`src/rtl/slice_sched_pkg.sv`:
```
// slice_sched_pkg: shared types and default sizes for the slice read scheduler.
package slice_sched_pkg;

    localparam int NB_WORDS_DEF  = 256;
    localparam int NB_SLICES_DEF = 128;
    localparam int PIX_W         = 24;

    typedef logic [PIX_W-1:0] pixel_t;

    typedef enum logic [1:0] {
        ST_IDLE   = 2'd0,
        ST_REQ    = 2'd1,
        ST_STREAM = 2'd2,
        ST_DRAIN  = 2'd3
    } state_t;

endpackage

```
`src/rtl/slice_addr_gen.sv`:
```
// slice_addr_gen: slice RAM address counter plus the pipe that delays the
// word-valid, last-word and blank markers by the RAM read latency, so they
// line up with rdata.
module slice_addr_gen
    import slice_sched_pkg::*;
#(
    parameter int NB_WORDS   = NB_WORDS_DEF,
    parameter int RD_LATENCY = 1
) (
    input  logic       clk,
    input  logic       nrst,
    input  logic       run,
    input  logic       blank,
    output logic [7:0] raddr,
    output logic       addr_last,
    output logic       pix_valid,
    output logic       pix_last,
    output logic       pix_blank
);

    logic [7:0]            raddr_q, raddr_d;
    logic [RD_LATENCY-1:0] vld_q, vld_d;
    logic [RD_LATENCY-1:0] last_q, last_d;
    logic [RD_LATENCY-1:0] blank_q, blank_d;

    assign addr_last = run && (raddr_q == 8'(NB_WORDS - 1));

    // Address counts only while streaming and parks at 0 otherwise, so every
    // slice starts at word 0 without an explicit clear.
    always_comb begin
        raddr_d = 8'd0;
        if (run) begin
            raddr_d = addr_last ? 8'd0 : raddr_q + 8'd1;
        end
    end

    // Shift the per-address markers through RD_LATENCY stages.
    always_comb begin
        vld_d      = vld_q;
        last_d     = last_q;
        blank_d    = blank_q;
        vld_d[0]   = run;
        last_d[0]  = addr_last;
        blank_d[0] = run && blank;
        for (int i = 1; i < RD_LATENCY; i++) begin
            vld_d[i]   = vld_q[i-1];
            last_d[i]  = last_q[i-1];
            blank_d[i] = blank_q[i-1];
        end
    end

    // Registers; reset drops anything in flight so an aborted slice emits nothing more.
    always_ff @(posedge clk) begin
        if (!nrst) begin
            raddr_q <= 8'd0;
            vld_q   <= '0;
            last_q  <= '0;
            blank_q <= '0;
        end else begin
            raddr_q <= raddr_d;
            vld_q   <= vld_d;
            last_q  <= last_d;
            blank_q <= blank_d;
        end
    end

    assign raddr     = raddr_q;
    assign pix_valid = vld_q[RD_LATENCY-1];
    assign pix_last  = last_q[RD_LATENCY-1];
    assign pix_blank = blank_q[RD_LATENCY-1];

endmodule

```
`src/rtl/slice_read_scheduler.sv`:
```
// slice_read_scheduler: turns rotation-sync slice requests into a slice FIFO
// start handshake followed by a full read of one slice from the slice RAM.
// Build option: define SLICE_SCHED_BLANK_EN to stream an all-zero slice after
// an underrun so the LED drivers keep their timing.
module slice_read_scheduler
    import slice_sched_pkg::*;
#(
    parameter int NB_WORDS   = NB_WORDS_DEF,
    parameter int NB_SLICES  = NB_SLICES_DEF,
    parameter int RETRY_MAX  = 15,
    parameter int RD_LATENCY = 1
) (
    input  logic        clk,
    input  logic        nrst,
    input  logic        slice_req,
    output logic        sof_in,
    output logic [7:0]  rslice_number,
    input  logic        sof_ack,
    output logic [7:0]  raddr,
    input  logic [23:0] rdata,
    output logic [23:0] pix_data,
    output logic        pix_valid,
    output logic        pix_last,
    output logic        underrun,
    output logic [15:0] underrun_count,
    output logic        req_drop
);

    state_t      state_q, state_d;
    logic [7:0]  slice_q, slice_d;
    logic [7:0]  cnt_q, cnt_d;        // retry count in REQ, latency count in DRAIN
    logic        pending_q, pending_d;
    logic        underrun_q, underrun_d;
    logic [15:0] ucount_q, ucount_d;
    logic        drop_q, drop_d;
    logic        blank_q, blank_d;    // current STREAM carries a blank slice

    logic        run, addr_last, pix_blank;
    logic        have_req, timeout, drain_done, consume;
    pixel_t      pix_word;

    assign have_req   = slice_req || pending_q;
    assign timeout    = (state_q == ST_REQ) && !sof_ack && (cnt_q == 8'(RETRY_MAX - 1));
    assign drain_done = (state_q == ST_DRAIN) && (cnt_q == 8'(RD_LATENCY - 1));
    assign consume    = (state_d == ST_REQ) && (state_q != ST_REQ);

    // State register.
    always_ff @(posedge clk) begin
        if (!nrst) state_q <= ST_IDLE;
        else       state_q <= state_d;
    end

    // Next state; DRAIN goes straight to REQ when work is waiting to keep the slice gap short.
    always_comb begin
        state_d = state_q;
        case (state_q)
            ST_IDLE:   if (have_req) state_d = ST_REQ;
            ST_REQ: begin
                if (sof_ack) begin
                    state_d = ST_STREAM;
                end else if (timeout) begin
`ifdef SLICE_SCHED_BLANK_EN
                    state_d = ST_STREAM;
`else
                    state_d = ST_IDLE;
`endif
                end
            end
            ST_STREAM: if (addr_last) state_d = ST_DRAIN;
            ST_DRAIN:  if (drain_done) state_d = have_req ? ST_REQ : ST_IDLE;
            default:   state_d = ST_IDLE;
        endcase
    end

    // FSM outputs decoded from the current state.
    always_comb begin
        sof_in = (state_q == ST_REQ);
        run    = (state_q == ST_STREAM);
    end

    // Slice number, cycle counter, pending request and status pulses.
    always_comb begin
        slice_d    = slice_q;
        cnt_d      = 8'd0;
        pending_d  = pending_q;
        drop_d     = 1'b0;
        underrun_d = timeout;
        ucount_d   = ucount_q;
        blank_d    = blank_q;

        if ((state_d == state_q) && ((state_q == ST_REQ) || (state_q == ST_DRAIN))) begin
            cnt_d = cnt_q + 8'd1;
        end

        if ((state_q == ST_REQ) && sof_ack) begin
            slice_d = (slice_q == 8'(NB_SLICES - 1)) ? 8'd0 : slice_q + 8'd1;
            blank_d = 1'b0;
        end

        if (timeout) begin
            if (ucount_q != 16'hFFFF) ucount_d = ucount_q + 16'd1;
`ifdef SLICE_SCHED_BLANK_EN
            blank_d = 1'b1;
`endif
        end

        // A request arriving as one is consumed merges into it; otherwise one is held.
        if (consume) begin
            pending_d = 1'b0;
        end else if (slice_req) begin
            if (pending_q) drop_d = 1'b1;
            else           pending_d = 1'b1;
        end
    end

    // Control registers.
    always_ff @(posedge clk) begin
        if (!nrst) begin
            slice_q    <= 8'd0;
            cnt_q      <= 8'd0;
            pending_q  <= 1'b0;
            underrun_q <= 1'b0;
            ucount_q   <= 16'd0;
            drop_q     <= 1'b0;
            blank_q    <= 1'b0;
        end else begin
            slice_q    <= slice_d;
            cnt_q      <= cnt_d;
            pending_q  <= pending_d;
            underrun_q <= underrun_d;
            ucount_q   <= ucount_d;
            drop_q     <= drop_d;
            blank_q    <= blank_d;
        end
    end

    slice_addr_gen #(
        .NB_WORDS   (NB_WORDS),
        .RD_LATENCY (RD_LATENCY)
    ) u_addr_gen (
        .clk       (clk),
        .nrst      (nrst),
        .run       (run),
        .blank     (blank_q),
        .raddr     (raddr),
        .addr_last (addr_last),
        .pix_valid (pix_valid),
        .pix_last  (pix_last),
        .pix_blank (pix_blank)
    );

    assign pix_word       = (pix_valid && !pix_blank) ? rdata : '0;
    assign pix_data       = pix_word;
    assign rslice_number  = slice_q;
    assign underrun       = underrun_q;
    assign underrun_count = ucount_q;
    assign req_drop       = drop_q;

endmodule
```
`config.mk`:
```
export PLATFORM = sky130hd
export DESIGN_NAME = slice_read_scheduler
export DESIGN_NICKNAME = d
export VERILOG_FILES = /design/src/rtl/slice_sched_pkg.sv /design/src/rtl/slice_addr_gen.sv /design/src/rtl/slice_read_scheduler.sv
export SDC_FILE = /design/constraint.sdc
export NUM_CORES = 1
export LEC_CHECK = 0
export CAP_MARGIN = 10
export CORE_MARGIN = 2
export CORE_UTILIZATION = 44
export CTS_CLUSTER_SIZE = 16
export DETAILED_ROUTE_END_ITERATION = 12
export MAX_ROUTING_LAYER = met4
export PLACE_DENSITY = 0.84
export SYNTH_ARGS = -nofsm -noshare
export SYNTH_HDL_FRONTEND = slang
export SYNTH_SLANG_ARGS = --single-unit
```
`constraint.sdc`:
```
create_clock -name clk -period 2.5 [get_ports clk]
set_input_delay 0.25 -clock clk [delete_from_list [all_inputs] [get_ports clk]]
set_output_delay 0.25 -clock clk [all_outputs]
set_load 0.01 [all_outputs]
```
==> results.md, run 1 <==
- Syn_area_per_cell: 8.682 um2
- DR vias: approximately 2300
- Hpwl dp: 4438 um
- Layout area overhead: 43.13%
- Clock sinks: 47
- GRT overflow: 0
- Arrival @ worst endpoint: about 2.3 ns
- DR vias/cell: around 5.4
- Peak VDD IR: between 0.0003 and 0.0004 V
- Post-synthesis register bit count: 47
- Pwr dens: between 300 and 400 nW/um2
- Post-CTS Setup Inserts: 0
- CP endpoint kind: flip-flop
- Syn Inst Count: approximately 280
- Leakage: roughly 1.2 nW
- Startpoint types: flip-flop
- Top Ports: slightly below 90
- Setup WS pre-CTS: ~0.34 ns
- Die Ht: approximately 80 um
- Post-Synth Simple-Gate Area: 0.3590
- Post-synthesis cell type count: 43
- Highest Clock Rate: a little under 0.5 GHz
- Post-Route Utilization: 0.6613
- Switching Share: 0.2255
- GPL Wtd Cong: 0.8337
- Slew margin rel.: 0.5976
- P_sw: 0.3052 mW
- Critical Path Max Stage Delay: 0.61 ns
- Final hold violations: 0
- Critical-path cell list: nor4_4, nand3_2, or4_1, a21oi_1
- Core Rows: 26
- Final setup TNS: 0 ns
- WL per Instance: about 13 um
- Seq/Total Area, Yosys: 0.3913
- Worst-margin pin slew: 0.5985 ns
- CTS Buf Count: 5
- Synth Area in Compound Gates: 0.09105
- Tot Pwr: approximately 1.4 mW
- CTS clk-pin slew, worst paths: ~0.09 ns
- Detailed Route WL: around 5900 um
- Pre-Repair DR Iteration Count: 4
- Largest net degree at the start of global routing: 26
- CTS tree: done
- Total track usage: 0.1978
- Syn. warnings: 0
- Total die area: between 6000 and 7000 um2
- Syn_nets: between 300 and 400
- Final min period: about 2.0 ns
- PortBufs: 88
- DRC: 0
- Hold Worst Slack: a little under 0.5 ns
- CP required: 2.74 ns
- Post-cts resize count: 0
- Gate power share: 0.095
- Class of the worst hold path: reg2reg
- Fin. max-slew vios: 0
- Core Box Area: 5205 um2
- Outcome: finished, final reports clean
- Die span in x: approximately 78 um
- Nets: 400
- Post-synthesis xor/xnor area fraction: 0.06920
- Vias in the first global route: ~2100
- Worst-Skew Late Latency: about 0.3 ns
- Initial Util: 0.4620
- Initial antenna violation count: 0
- Int Pwr: about 1.0 mW
- Post-route clock skew: ~0.0097 ns
- First-pass GRT wire length: approximately 9600 um
- Antenna cells: 0
- Clk root buf: clkbuf_8
- Final cell count without fillers: about 440
- Largest family of logic cells by synthesized area: simple AND/OR/NAND/NOR gates
- Final Cell Area: 3442 um2
- Critical-path maximum fanout: 20
- WS Path Type: reg2reg
- CTS Hold Buffers Added: 0
- Crit share post-route: 0.8130
- Max clock buf depth: 2
- Placed instance count: about 430
- DRT antenna net count: 0
- Fraction of the mapped netlist area in adder cells: 0.03122
- Dpl cell area: between 3000 and 4000 um2
- Post-Syn Area: approximately 2400 um2
- RSZ-0062 raised after global routing: no
- Setup slack after layout: ~0.47 ns
- Setup violators final: 0
- Reg power frac: 0.566
- Mux share of post-synthesis cell area: 0.02081
- FILL cells: 410
- 1st-iter DRT viols: 139
- Max-Cap Viols: 0
- Layout cells sized above 1: 0.04918
- Clk network pwr share: 0.339
- Slowest CP cell: or4_1
- H-tree depth: 2
Yosys cell counts, drive strengths merged:
library cell / instances / area (um2)
a21boi: 1 / 7.510
a21oi: 13 / 65.06
a31oi: 1 / 6.260
a41oi: 1 / 8.760
and2: 27 / 168.9
and3: 4 / 25.02
and3b: 1 / 8.760
and4: 3 / 26.28
and4b: 2 / 20.02
buf: 5 / 33.78
clkbuf: 6 / 22.52
clkinv: 1 / 3.750
dfxtp: 47 / 940.9
ha: 6 / 75.07
inv: 8 / 30.03
mux2i: 5 / 50.05
nand2: 16 / 60.06
nand2b: 5 / 31.28
nand3: 16 / 85.08
nand3b: 1 / 7.510
nand4: 13 / 87.58
nand4b: 1 / 8.760
nor2: 23 / 86.33
nor3: 14 / 70.07
nor3b: 4 / 35.03
nor4: 9 / 77.57
o2111a: 2 / 22.52
o21a: 2 / 15.01
o21ai: 3 / 15.01
o311ai: 1 / 16.27
o31a: 2 / 17.52
o31ai: 6 / 45.04
or3: 2 / 12.51
or4: 7 / 52.55
xnor2: 7 / 61.31
xor2: 12 / 105.1
state kept, by name (all words and copies together) (netlist names):
register              flops
underrun                  1
rslice_number             8
state_q                   2
pending_q                 1
u_addr_gen.pix_valid      1
cnt_q                     8
u_addr_gen.pix_last       1
req_drop                  1
underrun_count           16
u_addr_gen.raddr          8
final timing paths:
check	start	end	slack, ns	depth (start not counted)
setup / recovery	cnt_q[5]	underrun_count[10]	0.47	4
setup reg to reg	cnt_q[5]	underrun_count[10]	0.47	4
hold / removal	u_addr_gen.raddr[0]	u_addr_gen.raddr[0]	0.48	1
hold reg to reg	u_addr_gen.raddr[0]	u_addr_gen.raddr[0]	0.48	1
metal layers:
metal  GRT usage  wire (um)
met1      0.2327       2513
met2      0.3259       2927
met3     0.05698        342
met4     0.06491         82
met5           -          0
worst max-delay path: cells and delay by family, from the launching register on:
family	cells	cell delay, ns
AO/OA/AOI/OAI	1	0.14
AND/OR/NAND/NOR	3	1.47
flip-flops	1	0.37
logic make-up (layout without fill, tap and decap cells):
| group | after synthesis | count (layout) |
|---|---|---|
| AND/OR/NAND/NOR | 148 | 148 |
| AO/OA/AOI/OAI | 32 | 32 |
| multiplexers | 5 | 5 |
| XOR/XNOR | 19 | 19 |
| adder cells (fa/ha/maj) | 6 | 6 |
| buffers and inverters | 20 | 109 |
| flip-flops | 47 | 47 |
placed cells by master (no fill, tap or decap), types with 5 or more instances in the layout:
| master | synthesis | routed |
|---|---|---|
| a21oi_1 | 13 | 13 |
| and2_1 | 27 | 27 |
| buf_4 | 1 | 5 |
| clkbuf_8 | 0 | 6 |
| clkdlybuf4s50_1 | 0 | 88 |
| dfxtp_1 | 47 | 47 |
| ha_1 | 6 | 6 |
| inv_1 | 8 | 8 |
| mux2i_1 | 5 | 5 |
| nand2_1 | 16 | 16 |
| nand2b_1 | 5 | 5 |
| nand3_1 | 15 | 15 |
| nand4_1 | 12 | 12 |
| nor2_1 | 23 | 23 |
| nor3_1 | 14 | 14 |
| nor4_1 | 7 | 7 |
| o31ai_1 | 6 | 6 |
| or4_1 | 7 | 7 |
| xnor2_1 | 7 | 7 |
| xor2_1 | 12 | 12 |
power by group through the flow:
| stage | Sequential, mW | Combinational [mW] | Clock, mW |
|---|---|---|---|
| floorplan | 0.777 | 0.0572 | 0 |
| global placement | 0.783 | 0.127 | 0 |
| detailed placement | 0.783 | 0.129 | 0 |
| CTS | 0.766 | 0.129 | 0.475 |
| global route | 0.768 | 0.139 | 0.504 |
| finish | 0.766 | 0.129 | 0.459 |
layout make-up:
class,instances,area (um2),share of cell area
Timing Repair Buffer,93,918.4,0.2668
Tap cell,70,87.58,0.02545
Clock buffer,6,82.58,0.02399
Inverter,9,33.78,0.009815
Sequential cell,47,940.9,0.2734
Multi-Input combinational cell,210,1374,0.3991
Clock inverter,1,5.005,0.001454
(Power assumes the default switching activity.)
==> run 2: changes to the inputs <==
==> constraint.sdc (replaced) <==
create_clock -name clk -period 2 [get_ports clk]
set_input_delay 0.2 -clock clk [delete_from_list [all_inputs] [get_ports clk]]
set_output_delay 0.2 -clock clk [all_outputs]
set_load 0.01 [all_outputs]
==> run 2 against run 1 <==
Net effect:
- power is 24% higher
- cell count up 2.5%
- utilization rose by 1.8 points
- combinational power up 41%
- worst hold slack better by 0.0035 ns
- sequential power grew 24%
- flip-flop and latch count is the same
- first-iteration DRC count rose by 18%
- clock skew down 0.0014 ns
- critical path type is now reg2out
==> results.md, run 2 (same netlist as run 1, synthesis figures left out) <==
- Worst-margin pin slew: 0.4632 ns (-0.1353 ns)
- Startpoint types: flip-flop
- DR vias: 2371 (+1.2%)
- Critical-path maximum fanout: 14 (-30%)
- Hpwl dp: 4592 um (+3.5%)
- Clock sinks: 47 (unchanged)
- Most frequent cells in the layout: clkdlybuf4s50_1, dfxtp_1, and2_1
- Crit share post-route: 0.9255
- R2R cell count: 5 (+1)
- Pre-Repair DR Iteration Count: 4 (unchanged)
- Worst-Skew Late Latency: 0.29 ns (about the same)
- Setup slack, reg-to-reg: 0.15 ns (-0.32 ns)
- CP required: 1.80 ns (-0.94 ns)
- Gate power share: 0.109 (+0.014)
- CTS clk-pin slew, worst paths: 0.08 ns (about the same)
- Final min period: approximately 1.9 ns
- Int Pwr: 1.294 mW (+23%)
- Total die area: 6073 um2 (unchanged)
- Pwr dens: 473.8 nW/um2 (+20%)
- First-pass GRT wire length: 10570 um (+11%)
- Clk root buf: clkbuf_8
- Die span in x: 77.93 um (unchanged)
- H-tree depth: 2 (unchanged)
- Dpl cell area: 3430 um2 (+2.2%)
- GRT overflow: 0 (unchanged)
- DRT antenna net count: 0 (unchanged)
- 1st-iter DRT viols: 164 (+18%)
- Number of flip-flops in the largest register: 16 (unchanged)
- P_sw: 0.3799 mW (+24%)
- WS Path Type: reg2out
- Largest net degree at the start of global routing: 20 (-23%)
- Post-cts resize count: 0 (unchanged)
- GR Util met3: 0.04419 (-0.01279)
- Class of the worst hold path: reg2reg
- Die Ht: 77.93 um (unchanged)
- Final cell count without fillers: 447 (+2.5%)
- Clk network pwr share: 0.323 (-0.016)
- Total track usage: 0.2176 (+0.01977)
- CTS tree: done
- Post-CTS Setup Inserts: 0 (unchanged)
- Antenna cells: 0 (unchanged)
- Initial antenna violation count: 0 (unchanged)
- Top Ports: 89 (unchanged)
- Leakage: 1.247 nW (+3.7%)
- CTS Buf Count: 5 (unchanged)
- Slew margin rel.: 0.6905 (+0.09287)
- Reg power frac: 0.569 (+0.003)
- Crit path to: pix_data[16]
- Met2 Resource Use GR: 0.3810 (+0.05517)
- RSZ-0062 raised after global routing: no
- Post-route clock skew: 0.008272 ns (-0.001403 ns)
- Met1 Use GR: 0.2542 (+0.02144)
- Outcome: finished, final reports clean
- Core Rows: 26 (unchanged)
- CP startpoint: u_addr_gen.pix_valid
- Detailed Route WL: 6096 um (+3.9%)
- Core Box Area: 5205 um2 (unchanged)
- Final Cell Area: 3533 um2 (+2.7%)
- Max-Cap Viols: 0 (unchanged)
- DRC: 0 (unchanged)
- Gr busiest metal: met2
- Placed instance count: 439 (+2.3%)
- Switching Share: 0.2270 (+0.001468)
- WL per Instance: 13.64 um (+1.4%)
- Tot Pwr: 1.674 mW (+24%)
- Post-Route Utilization: 0.6788 (+0.01755)
- Highest Clock Rate: 0.5403 GHz
- Layout area overhead: 46.93%
- GPL Wtd Cong: 0.8349 (+0.14%)
- DR vias/cell: 5.304 (-1.3%)
- Fin. max-slew vios: 0 (unchanged)
- Final hold violations: 0 (unchanged)
- Vias in the first global route: 2279 (+8.7%)
- CTS Hold Buffers Added: 0 (unchanged)
- Nets: 410 (+2.5%)
- R2R Path End: underrun_count[10]
- Arrival @ worst endpoint: 1.65 ns (-0.62 ns)
- Max clock buf depth: 2 (unchanged)
- Final setup TNS: 0 ns (unchanged)
- RR Startpoint: cnt_q[1]
- Peak VDD IR: 0.0003577 V (+1.5%)
- Initial Util: 0.4620 (unchanged)
- Layout cells sized above 1: 0.07427 (+0.02509)
- PortBufs: 88 (unchanged)
- Setup violators final: 0 (unchanged)
- CP endpoint kind: output port
- Most common cell after layout, fill and taps aside: clkdlybuf4s50_1
-- run 2: cell count changes in the layout (fill, tap and decap cells not counted) --
cell      before  now
o311ai_2       1    0
clkbuf_8       6    5
o311ai_4       0    1
a21boi_0       1    0
nor3_2         0    1
a21boi_1       0    1
nor3_1        14   13
clkbuf_1       0    2
nand3_4        0    1
nand3_2        1    0
buf_4          5   15
-- run 2: worst min-delay path by stage --
stage / start / endpoint / slack [ns] / cells past startpoint
finish: pending_q / req_drop / 0.49 / 1
detailed placement: pending_q / req_drop / 0.48 / 1
global route: slice_req / req_drop / 0.51 / 2
floorplan: nrst / underrun_count[14] / 0.35 / 2
global placement: u_addr_gen.raddr[0] / u_addr_gen.raddr[0] / 0.46 / 1
CTS: pending_q / req_drop / 0.49 / 1
-- run 2: through the flow --
| step | setup slack [ns] | hold slack (ns) |
|---|---|---|
| 3_3_place_gp | 0.02721 | 0.4644 |
| 4_1_cts | 0.05830 | 0.4887 |
| 3_5_place_dp | -0.06795 | 0.4767 |
| 6_report | 0.1490 | 0.4871 |
| 5_1_grt | 0.01637 | 0.5095 |
| 2_1_floorplan | 0.1586 | 0.3521 |
-- run 2: layout make-up --
class | count | area, um2
timing repair buffer | 103 | 993.5
inverter | 9 | 33.78
clock buffer | 7 | 76.32
clock inverter | 1 | 5.005
multi-input combinational | 210 | 1396
fill | 414 | 1672
tap | 70 | 87.58
sequential | 47 | 940.9
-- run 2: layer usage --
layer | vias to the layer above | share of wire
li1 | 1195 | -
met5 | - | 0
met4 | 0 | 0.0087
met3 | 7 | 0.062
met2 | 66 | 0.52
met1 | 1103 | 0.41
-- run 2: worst max-delay path: stages, from the launching register on --
cell             delay, ns
dfxtp_1               0.47
buf_4                 0.22
and2_1                0.14
clkdlybuf4s50_1       0.53
-- run 2: power groups by stage --
stage               Combinational, mW  Clock [mW]  Sequential, mW
floorplan                      0.0715           0           0.971
detailed placement              0.177           0           0.974
CTS                             0.178       0.560           0.952
finish                          0.182       0.540           0.952
global placement                0.174           0           0.973
global route                    0.198       0.604           0.954
==> run 3: changes to the inputs <==
--- a/config.mk
+++ b/config.mk
@@ -12,6 +12,7 @@
 export DETAILED_ROUTE_END_ITERATION = 12
 export MAX_ROUTING_LAYER = met4
 export PLACE_DENSITY = 0.84
+export SLEW_MARGIN = 20
 export SYNTH_ARGS = -nofsm -noshare
 export SYNTH_HDL_FRONTEND = slang
 export SYNTH_SLANG_ARGS = --single-unit
==> results of run 3 <==
The final DEF is identical to that of run 2; final timing and power are the same.
